<file path="config.mk">
export PLATFORM = sky130hd
export DESIGN_NAME = async_fifo_wr_arb
export DESIGN_NICKNAME = d
export VERILOG_FILES = /design/src/rtl/async_fifo_pkg.sv /design/src/rtl/async_fifo_wr_arb_rr_pick.sv /design/src/rtl/async_fifo_wr_arb.sv
export SDC_FILE = /design/constraint.sdc
export NUM_CORES = 1
export LEC_CHECK = 0
export CAP_MARGIN = 20
export CORE_AREA = 2 2 56 68
export CTS_CLUSTER_DIAMETER = 40
export DETAILED_ROUTE_END_ITERATION = 8
export DIE_AREA = 0 0 58 70
export PLACE_DENSITY = 0.89
export REMOVE_ABC_BUFFERS = 1
export SLEW_MARGIN = 30
export SYNTH_ARGS = -nofsm -noshare
export SYNTH_HDL_FRONTEND = slang
export SYNTH_SLANG_ARGS = --single-unit
export TNS_END_PERCENT = 30
</file>
<file path="constraint.sdc">
create_clock -name CLK -period 6.6 [get_ports CLK]
set_input_delay 1.98 -clock CLK [delete_from_list [all_inputs] [get_ports CLK]]
set_output_delay 1.98 -clock CLK [all_outputs]
set_load 0.02 [all_outputs]
</file>
<file path="src/rtl/async_fifo_pkg.sv">
// Shared types and sizing helpers for the async FIFO write-side arbiter.
package async_fifo_pkg;

  typedef enum logic {
    IDLE = 1'b0,
    XFER = 1'b1
  } arb_state_t;

  // Width of a counter that must hold values 0..max_burst.
  function automatic int unsigned beat_cnt_w(input int unsigned max_burst);
    return $clog2(max_burst + 1);
  endfunction

endpackage

</file>
<file path="src/rtl/async_fifo_wr_arb_rr_pick.sv">
// Combinational round-robin picker: first set request at or above rr_ptr, wrapping.
module rr_pick #(
  parameter int unsigned NUM_REQ = 4,
  localparam int unsigned IDX_W = $clog2(NUM_REQ)
) (
  input  logic [NUM_REQ-1:0] req,
  input  logic [IDX_W-1:0]   rr_ptr,
  output logic [NUM_REQ-1:0] pick_oh,
  output logic [IDX_W-1:0]   pick_idx,
  output logic               pick_vld
);

  // Scan NUM_REQ candidates starting at rr_ptr; the first hit wins.
  always_comb begin
    int unsigned cand;
    cand     = 0;
    pick_oh  = '0;
    pick_idx = '0;
    pick_vld = 1'b0;
    for (int unsigned off = 0; off < NUM_REQ; off++) begin
      cand = 32'(rr_ptr) + off;
      if (cand >= NUM_REQ) cand = cand - NUM_REQ;
      if (!pick_vld && req[IDX_W'(cand)]) begin
        pick_vld              = 1'b1;
        pick_idx              = IDX_W'(cand);
        pick_oh[IDX_W'(cand)] = 1'b1;
      end
    end
  end

endmodule

</file>
<file path="src/rtl/async_fifo_wr_arb.sv">
// Round-robin arbiter sharing the FIFO write port; grants are held for a whole packet.
module async_fifo_wr_arb
  import async_fifo_pkg::*;
#(
  parameter int unsigned DATA_WIDTH = 8,
  parameter int unsigned NUM_REQ    = 4,
  parameter int unsigned MAX_BURST  = 16
) (
  input  logic                          CLK,
  input  logic                          RST,
  input  logic [NUM_REQ-1:0]            REQ_VALID,
  input  logic [NUM_REQ*DATA_WIDTH-1:0] REQ_DATA,
  input  logic [NUM_REQ-1:0]            REQ_LAST,
  output logic [NUM_REQ-1:0]            REQ_READY,
  input  logic                          W_FULL,
  output logic                          W_INC_EN,
  output logic [DATA_WIDTH-1:0]         W_DATA,
  output logic [NUM_REQ-1:0]            GRANT,
  output logic                          BUSY
);

  localparam int unsigned IDX_W = $clog2(NUM_REQ);
  localparam int unsigned CNT_W = beat_cnt_w(MAX_BURST);
  localparam logic [CNT_W-1:0] CNT_LAST = CNT_W'(MAX_BURST - 1);
  localparam logic [IDX_W-1:0] IDX_TOP  = IDX_W'(NUM_REQ - 1);

  arb_state_t          state;
  logic [IDX_W-1:0]    rr_ptr;
  logic [IDX_W-1:0]    owner;
  logic [CNT_W-1:0]    beat_cnt;

  logic [NUM_REQ-1:0]  pick_oh;
  logic [IDX_W-1:0]    pick_idx;
  logic                pick_vld;
  logic                fire;
  logic                last_beat;

  rr_pick #(
    .NUM_REQ (NUM_REQ)
  ) u_rr_pick (
    .req      (REQ_VALID),
    .rr_ptr   (rr_ptr),
    .pick_oh  (pick_oh),
    .pick_idx (pick_idx),
    .pick_vld (pick_vld)
  );

  // A beat moves when the owner is valid and the FIFO has room; reset suppresses the write.
  assign fire      = (state == XFER) && !RST && REQ_VALID[owner] && !W_FULL;
  assign last_beat = fire && (REQ_LAST[owner] || (beat_cnt == CNT_LAST));
  assign W_INC_EN  = fire;

  // Ready only towards the owner, and data muxed from the owner while transferring.
  always_comb begin
    REQ_READY        = '0;
    REQ_READY[owner] = fire;
    W_DATA           = '0;
    if (state == XFER) W_DATA = REQ_DATA[32'(owner)*DATA_WIDTH +: DATA_WIDTH];
  end

  // Arbitration FSM with registered grant, owner, pointer and beat counter.
  always_ff @(posedge CLK) begin
    if (RST) begin
      state    <= IDLE;
      rr_ptr   <= '0;
      owner    <= '0;
      beat_cnt <= '0;
      GRANT    <= '0;
      BUSY     <= 1'b0;
    end else begin
      case (state)
        IDLE: begin
          if (pick_vld) begin
            owner    <= pick_idx;
            GRANT    <= pick_oh;
            BUSY     <= 1'b1;
            beat_cnt <= '0;
            state    <= XFER;
          end
        end
        XFER: begin
          if (last_beat) begin
            state    <= IDLE;
            GRANT    <= '0;
            BUSY     <= 1'b0;
            beat_cnt <= '0;
            rr_ptr   <= (owner == IDX_TOP) ? '0 : owner + IDX_W'(1);
          end else if (fire) begin
            beat_cnt <= beat_cnt + CNT_W'(1);
          end
        end
        default: state <= IDLE;
      endcase
    end
  end

endmodule

</file>
==> results of run 1 <==
worst max-delay path, delay by kind of cell:
family | cells | cell delay [ns]
buffers and inverters | 2 | 1.15
multiplexers | 1 | 0.63
AND/OR/NAND/NOR | 1 | 0.28
per-layer routing:
layer | vias to the layer above | GRT usage (%) | wire length [um]
met2 | 42 | 39.1 | 2360
met5 | - | 0 | 0
met4 | 0 | 8.01 | 93
li1 | 764 | - | -
met3 | 12 | 2.22 | 135
met1 | 743 | 26.1 | 1700
metrics by stage:
step	utilization (%)	area, um2	total power [W]	hold WS (ns)
global route	63.7	2220	0.000387	0.495
global placement	62.4	2170	0.000286	0.445
detailed placement	62.4	2170	0.000291	0.462
CTS	63.6	2220	0.000364	0.471
floorplan	-	1500	0.000212	0.430
finish	63.7	2220	0.000364	0.477
power groups by stage:
stage / combinational, W / sequential (W) / clock, W
detailed placement: 0.000167 / 0.000123 / 0
global route: 0.000180 / 0.000125 / 0.0000822
floorplan: 0.0000912 / 0.000121 / 0
global placement: 0.000163 / 0.000123 / 0
finish: 0.000168 / 0.000121 / 0.0000739
CTS: 0.000168 / 0.000122 / 0.0000745
worst paths after layout:
kind                     start     endpoint  cells past startpoint
hold / removal     beat_cnt[4]  beat_cnt[4]                      2
setup reg to reg     rr_ptr[0]     GRANT[1]                      7
setup / recovery  REQ_VALID[0]     W_INC_EN                      4
hold reg to reg    beat_cnt[4]  beat_cnt[4]                      2
area by class of cell:
| class | instances | area share, % |
|---|---|---|
| tap | 39 | 2.20 |
| multi-input combinational | 137 | 52.7 |
| clock buffer | 4 | 2.03 |
| inverter | 8 | 1.35 |
| sequential | 15 | 13.6 |
| timing repair buffer | 63 | 28.1 |
kinds of logic after synthesis:
kind of cell | count (synthesis)
AO/OA/AOI/OAI | 41
XOR/XNOR | 1
adder cells (fa/ha/maj) | 14
buffers and inverters | 20
flip-flops | 15
multiplexers | 14
AND/OR/NAND/NOR | 67
Yosys cell counts (all sizes together):
| master | n |
|---|---|
| a21boi | 1 |
| mux4 | 13 |
| o21bai | 1 |
| a311oi | 1 |
| nand2b | 3 |
| a21oi | 9 |
| o211ai | 3 |
| or4 | 1 |
| nand3 | 8 |
| clkinv | 1 |
| nor2b | 1 |
| nand3b | 2 |
| a32o | 1 |
| nand4b | 2 |
| and2 | 9 |
| buf | 5 |
| a22oi | 1 |
| inv | 7 |
| dfxtp | 15 |
| nor3b | 2 |
| nor4 | 3 |
| clkbuf | 7 |
| a211oi | 1 |
| or2 | 1 |
| and3b | 1 |
| o31ai | 2 |
| and3 | 5 |
| or3 | 3 |
| nand4 | 1 |
| o21ai | 10 |
| ha | 14 |
| mux2i | 1 |
| nor3 | 3 |
| xor2 | 1 |
| nor2 | 11 |
| a221o | 4 |
| nand2 | 11 |
| a22o | 7 |
sequential cells by signal (all words and copies together) (netlist names):
name / count
state: 1
owner: 2
rr_ptr: 2
BUSY: 1
beat_cnt: 5
GRANT: 4
==> results by group, run 1 <==
Logic synthesis
  • Top-area cell type share of the netlist area: 19.2%
  • Cell count after synthesis: 172
  • Synth top area cells: dfxtp_1, mux4_2, ha_1
  • Synth Area in XOR/XNOR: 0.560%
  • Biggest area consumer among synthesized cells: dfxtp_1
  • Seq/Total Area, Yosys: 19.2%
  • Netlist cell types: 46
  • Yosys warnings: 0
  • Largest family of logic cells by synthesized area: simple AND/OR/NAND/NOR gates
  • Compound-gate portion of the synthesized area: 18.7%
  • Mapped Area: 1560 um2
  • Simple logic cell fraction of the synthesized area: 25.1%
  • Mean post-synth cell area: 9.09 um2
  • #FFs+latches synth: 15
  • Proportion of synthesized area in mux cells: 19.4%
  • Synth Area in Adders: 11.2%

Pwr
  • Clock network power share: 20.3%
  • Leak: 0.801 nW
  • Seq pwr share: 33.4%
  • Combinational share of power: 46.3%
  • Worst vdd ir: 0.158 mV
  • Net Sw Frac: 35.5%
  • Sw power: 0.000129 W
  • Int Power: 0.000235 W
  • PwrDens: 164 nW/um2

Global route
  • First-pass GRT wire length: 7120 um
  • GRT Total Usage: 21.8%
  • Grt total ovfl: 0
  • Vias in the first global route: 1528
  • Pin count of the biggest net entering global routing: 18
  • Initial antenna violation count: 0

Layout
  • Area used by multi-input combinational logic: 1170 um2
  • Ant. Diodes: 0
  • Most common cell after layout, fill and taps aside: clkdlybuf4s50_1
  • Register area: 302 um2
  • Layout area overhead: 42.0%
  • Share of post-route cells with drive strength above 1: 12.3%
  • Layout Nets: 285
  • Layout Cells excl Fill: 266
  • Commonest non-fill, non-tap cells in the layout: clkdlybuf4s50_1, dfxtp_1, ha_1, mux4_2, nand2_1
  • Fill count: 296

STA
  • Setup Skew: 0.00386 ns
  • Crit share post-route: 91.3%
  • RSZ-0062 raised after global routing: false
  • Final setup margin: 0.573 ns
  • Worst Tran Pin Value: 0.657 ns
  • Final setup viols: 0
  • Max Clock Freq: 0.166 GHz
  • Final setup TNS: 0 ns
  • Period minus WS final: 6.03 ns
  • Hold Fails Final Rpt: 0
  • Pins Over Slew Limit: 0
  • Rel. slew slack: 56.1%

Setup path
  • CP peak stage delay: 0.63 ns
  • Worst path most repeated cell: clkdlybuf4s50_1
  • Crit-path slowest cell: mux4_2
  • Critical Path Fanout Max: 12
  • Reg2reg setup slack: 3.87 ns
  • Critical Path Source Type: input port
  • Cell Chain, Critical Path: clkdlybuf4s50_1 > mux4_2 > and2_1 > clkdlybuf4s50_1
  • CP Data Required Time: 4.62 ns
  • Crit. End Element: primary output
  • CP arrival: 4.05 ns
  • WS Path Type: in -> out

Floorplan
  • Chip height: 70 um
  • Initial core utilization: 44.9%
  • Row count: 24
  • CORE AREA: 3480 um2
  • Full die area: 4060 um2
  • I/O pin cnt: 61
  • Die X: 58 um

Clock tree
  • Resized Gates After CTS: 0
  • Skew-Pair Late Insertion Delay: 0.25 ns
  • Clk sinks: 15
  • Root buf cell: clkbuf_8
  • H-tree depth: 1
  • Post CTS Setup Buffer Count: 0
  • Post-CTS Hold Fix Bufs: 0
  • CTS tree: done
  • CTS Buffer Depth: 2
  • Number of CTS-inserted buffers: 3
  • Clk slew on worst S/H paths: 0.06 ns

Detailed routing
  • Routed wire length: 4290 um
  • Drt initial violations: 71
  • ANT nets after route: 0
  • DR vias/cell: 5.87
  • Vias: 1561
  • Drt drc: 0
  • WL/cell: 16.1 um
  • DR pass1 iterations: 4

Place
  • GP Congestion: 0.776
  • I/O Buffers: 60
  • Post-place setup slack: 0.573 ns
  • Post-DP HPWL: 3400 um
  • DP Cell Count: 262

Hold path
  • Hold Crit Class: reg -> reg

Job
  • Max Cap Viol: 0

Run status
  • Status: complete, no violations
Power figures use the tool's default switching activity.
==> run 2: changes to the inputs <==
--- a/config.mk
+++ b/config.mk
@@ -8,6 +8,7 @@
 export CAP_MARGIN = 20
 export CORE_AREA = 2 2 56 68
 export CTS_CLUSTER_DIAMETER = 40
+export CTS_CLUSTER_SIZE = 40
 export DETAILED_ROUTE_END_ITERATION = 8
 export DIE_AREA = 0 0 58 70
 export PLACE_DENSITY = 0.89
@@ -16,4 +17,4 @@
 export SYNTH_ARGS = -nofsm -noshare
 export SYNTH_HDL_FRONTEND = slang
 export SYNTH_SLANG_ARGS = --single-unit
-export TNS_END_PERCENT = 30
+export TNS_END_PERCENT = 20
==> results of run 2 <==
No change in the layout: final DEF, timing and power equal those of run 1.
==> run 3: changes to the inputs <==
--- a/config.mk
+++ b/config.mk
@@ -5,12 +5,13 @@
 export SDC_FILE = /design/constraint.sdc
 export NUM_CORES = 1
 export LEC_CHECK = 0
+export ABC_AREA = 1
 export CAP_MARGIN = 20
-export CORE_AREA = 2 2 56 68
+export CORE_AREA = 2 2 56 69
 export CTS_CLUSTER_DIAMETER = 40
 export CTS_CLUSTER_SIZE = 40
 export DETAILED_ROUTE_END_ITERATION = 8
-export DIE_AREA = 0 0 58 70
+export DIE_AREA = 0 0 58 71
 export PLACE_DENSITY = 0.89
 export REMOVE_ABC_BUFFERS = 1
 export SLEW_MARGIN = 30
==> run 3 against run 2 <==
Sequential power down 8%. Clock skew is 0.0021 ns lower. Register-to-register slack is essentially flat. Non-clock buffer count decreased by 2. Clock power grew 5.7%. Critical path depth is 4 higher. Combinational power down 4%. Synthesized cell count grew 45%. Final cell count increased by 29%. Via count is 20% higher. Sequential share of layout area down 0.24 points. Largest power group unchanged.
==> results by group, run 3 <==
Setup path
  • WP buf/inv: 4
  • Crit path max-delay family: buffers and inverters
  • Worst path most repeated cell: clkdlybuf4s50_1
  • Crit. End Element: primary output
  • CP Data Required Time: 4.62 ns
  • WS Path Type: in -> out
  • CP peak stage delay: 0.63 ns
  • Critical Path Fanout Max: 10
  • Crit-path slowest cell: clkdlybuf4s50_1
  • CP arrival: 3.83 ns
  • Critical Path Source Type: input port
  • Cell Chain, Critical Path: clkdlybuf4s50_1 > inv_1 > o21ai_0 > a21oi_1 > nor2_2 > inv_2 > nor2_1 > clkdlybuf4s50_1

Place
  • Post-DP HPWL: 3290 um
  • GP Congestion: 0.859
  • I/O Buffers: 60
  • Post-place setup slack: 0.771 ns
  • DP Cell Count: 338

STA
  • Worst Tran Pin Value: 0.727 ns
  • Crit share post-route: 88.0%
  • WHS: 0.482 ns
  • Final setup TNS: 0 ns
  • Period minus WS final: 5.81 ns
  • Pins Over Slew Limit: 0
  • Final setup viols: 0
  • Hold Fails Final Rpt: 0
  • Rel. slew slack: 51.5%
  • Setup Skew: 0.00172 ns
  • RSZ-0062 raised after global routing: false
  • Final setup margin: 0.793 ns
  • Max Clock Freq: 0.172 GHz

Clock tree
  • H-tree depth: 1
  • Clk sinks: 15
  • CTS Buffer Depth: 2
  • Resized Gates After CTS: 0
  • Number of CTS-inserted buffers: 3
  • Post CTS Setup Buffer Count: 0
  • Root buf cell: clkbuf_8
  • CTS tree: done
  • Post-CTS Hold Fix Bufs: 0
  • Skew-Pair Late Insertion Delay: 0.25 ns
  • Clk slew on worst S/H paths: 0.06 ns

Run status
  • Status: complete, no violations

Logic synthesis
  • Seq/Total Area, Yosys: 18.6%
  • Biggest area consumer among synthesized cells: dfxtp_1
  • Most common cell in the netlist: nor2_1
  • Commonest cells post-synth: nor2_1, nand2_1, o21ai_0
  • Post-synth ARST share: 0%
  • Netlist cell types: 31
  • Post-synth EDFFs: 0
  • Top-area cell type share of the netlist area: 18.6%
  • Mean post-synth cell area: 6.47 um2
  • Synth top area cells: dfxtp_1, nor2_1, ha_1
  • Mapped Area: 1610 um2
  • Most used DFF post-synth: dfxtp_1
  • #FFs+latches synth: 15
  • Yosys warnings: 0
  • Cell count after synthesis: 249

Global route
  • Initial antenna violation count: 0
  • GRT Total Usage: 21.3%
  • Vias in the first global route: 1693
  • Grt total ovfl: 0
  • First-pass GRT wire length: 7090 um
  • Pin count of the biggest net entering global routing: 26

Layout
  • Biggest regs: beat_cnt x5, GRANT x4
  • Layout Nets: 361
  • Layout area overhead: 39.6%
  • Share of post-route cells with drive strength above 1: 11.9%
  • Commonest non-fill, non-tap cells in the layout: clkdlybuf4s50_1, nor2_1, nand2_1, o21ai_0, a21oi_1
  • Ant. Diodes: 0
  • Biggest register: beat_cnt
  • Most common cell after layout, fill and taps aside: clkdlybuf4s50_1
  • Fill count: 309
  • Core Util, Final: 64.6%
  • Layout Cells excl Fill: 342
  • Max reg flops: 5

Pwr
  • Worst vdd ir: 0.128 mV
  • Seq pwr share: 31.5%
  • Net Sw Frac: 39.8%
  • Int Power: 0.000212 W
  • Leak: 0.932 nW
  • Combinational share of power: 46.2%
  • Sw power: 0.000140 W
  • PwrDens: 156 nW/um2
  • Clock network power share: 22.2%

Detailed routing
  • DR pass1 iterations: 4
  • ANT nets after route: 0
  • DR vias/cell: 5.46
  • Routed wire length: 4510 um
  • Drt drc: 0
  • Vias: 1868
  • Drt initial violations: 98
  • WL/cell: 13.2 um

Floorplan
  • Full die area: 4120 um2
  • I/O pin cnt: 61
  • Chip height: 71 um
  • Initial core utilization: 46.3%
  • Die X: 58 um
  • CORE AREA: 3480 um2
  • Row count: 24

Job
  • Max Cap Viol: 0

Hold path
  • Hold Crit Class: reg -> reg
==> run 3: power groups by stage <==
stage | clock network [W] | logic, W | registers (W)
after floorplan | 0 | 0.0000924 | 0.000112
after global placement | 0 | 0.000158 | 0.000113
after detailed placement | 0 | 0.000162 | 0.000113
after CTS | 0.0000778 | 0.000162 | 0.000111
after global routing | 0.0000816 | 0.000178 | 0.000112
final | 0.0000781 | 0.000162 | 0.000111
==> run 3: layout make-up <==
type,count,area [um2],area share (%)
Clock buffer,3,41.3,1.84
Clock inverter,1,5.00,0.222
Tap cell,39,48.8,2.17
Sequential cell,15,300,13.3
Inverter,20,75.1,3.34
Multi-Input combinational cell,203,1170,52.1
Timing Repair Buffer,61,608,27.0
==> run 3: metrics by stage <==
| step | instance area (um2) | total power (W) |
|---|---|---|
| floorplan | 1550 | 0.000205 |
| detailed placement | 2200 | 0.000275 |
| CTS | 2250 | 0.000351 |
| global placement | 2200 | 0.000271 |
| finish | 2250 | 0.000351 |
| global route | 2250 | 0.000371 |
==> run 3: logic make-up after synthesis <==
| group | after synthesis | share of synthesized area, % |
|---|---|---|
| and+or+nand+nor | 131 | 40.4 |
| AOI/OAI and AO/OA | 56 | 20.3 |
| buffers and inverters | 31 | 8.69 |
| DFF | 15 | 18.6 |
| adders and majority gates | 14 | 10.9 |
| xor gates and xnor gates | 2 | 1.09 |
==> run 3: path summary, 6_finish.rpt <==
kind / from / to / slack (ns) / cells after the start
worst max-delay path: REQ_VALID[3] / REQ_READY[1] / 0.79 / 8
worst min-delay path: BUSY / BUSY / 0.48 / 2
worst max register to register: owner[0] / beat_cnt[1] / 3.87 / 9
worst min register to register: BUSY / BUSY / 0.48 / 2
==> run 3: worst reg2reg max path: stages (launching register included) <==
cell     delay, ns
dfxtp_1       0.79
inv_1         0.54
o21ai_0       0.28
a21oi_1       0.08
nor2_2        0.19
nand2_1       0.30
nand2_1       0.24
nor2_1        0.07
nand2_1       0.08
a21oi_2       0.05
==> run 3: layer usage <==
metal	GRT usage, %	wire length, um	up-vias
li1	-	-	932
met1	23.6	1900	853
met2	39.4	2170	76
met3	4.75	380	7
met4	6.98	58	0
met5	0	0	-
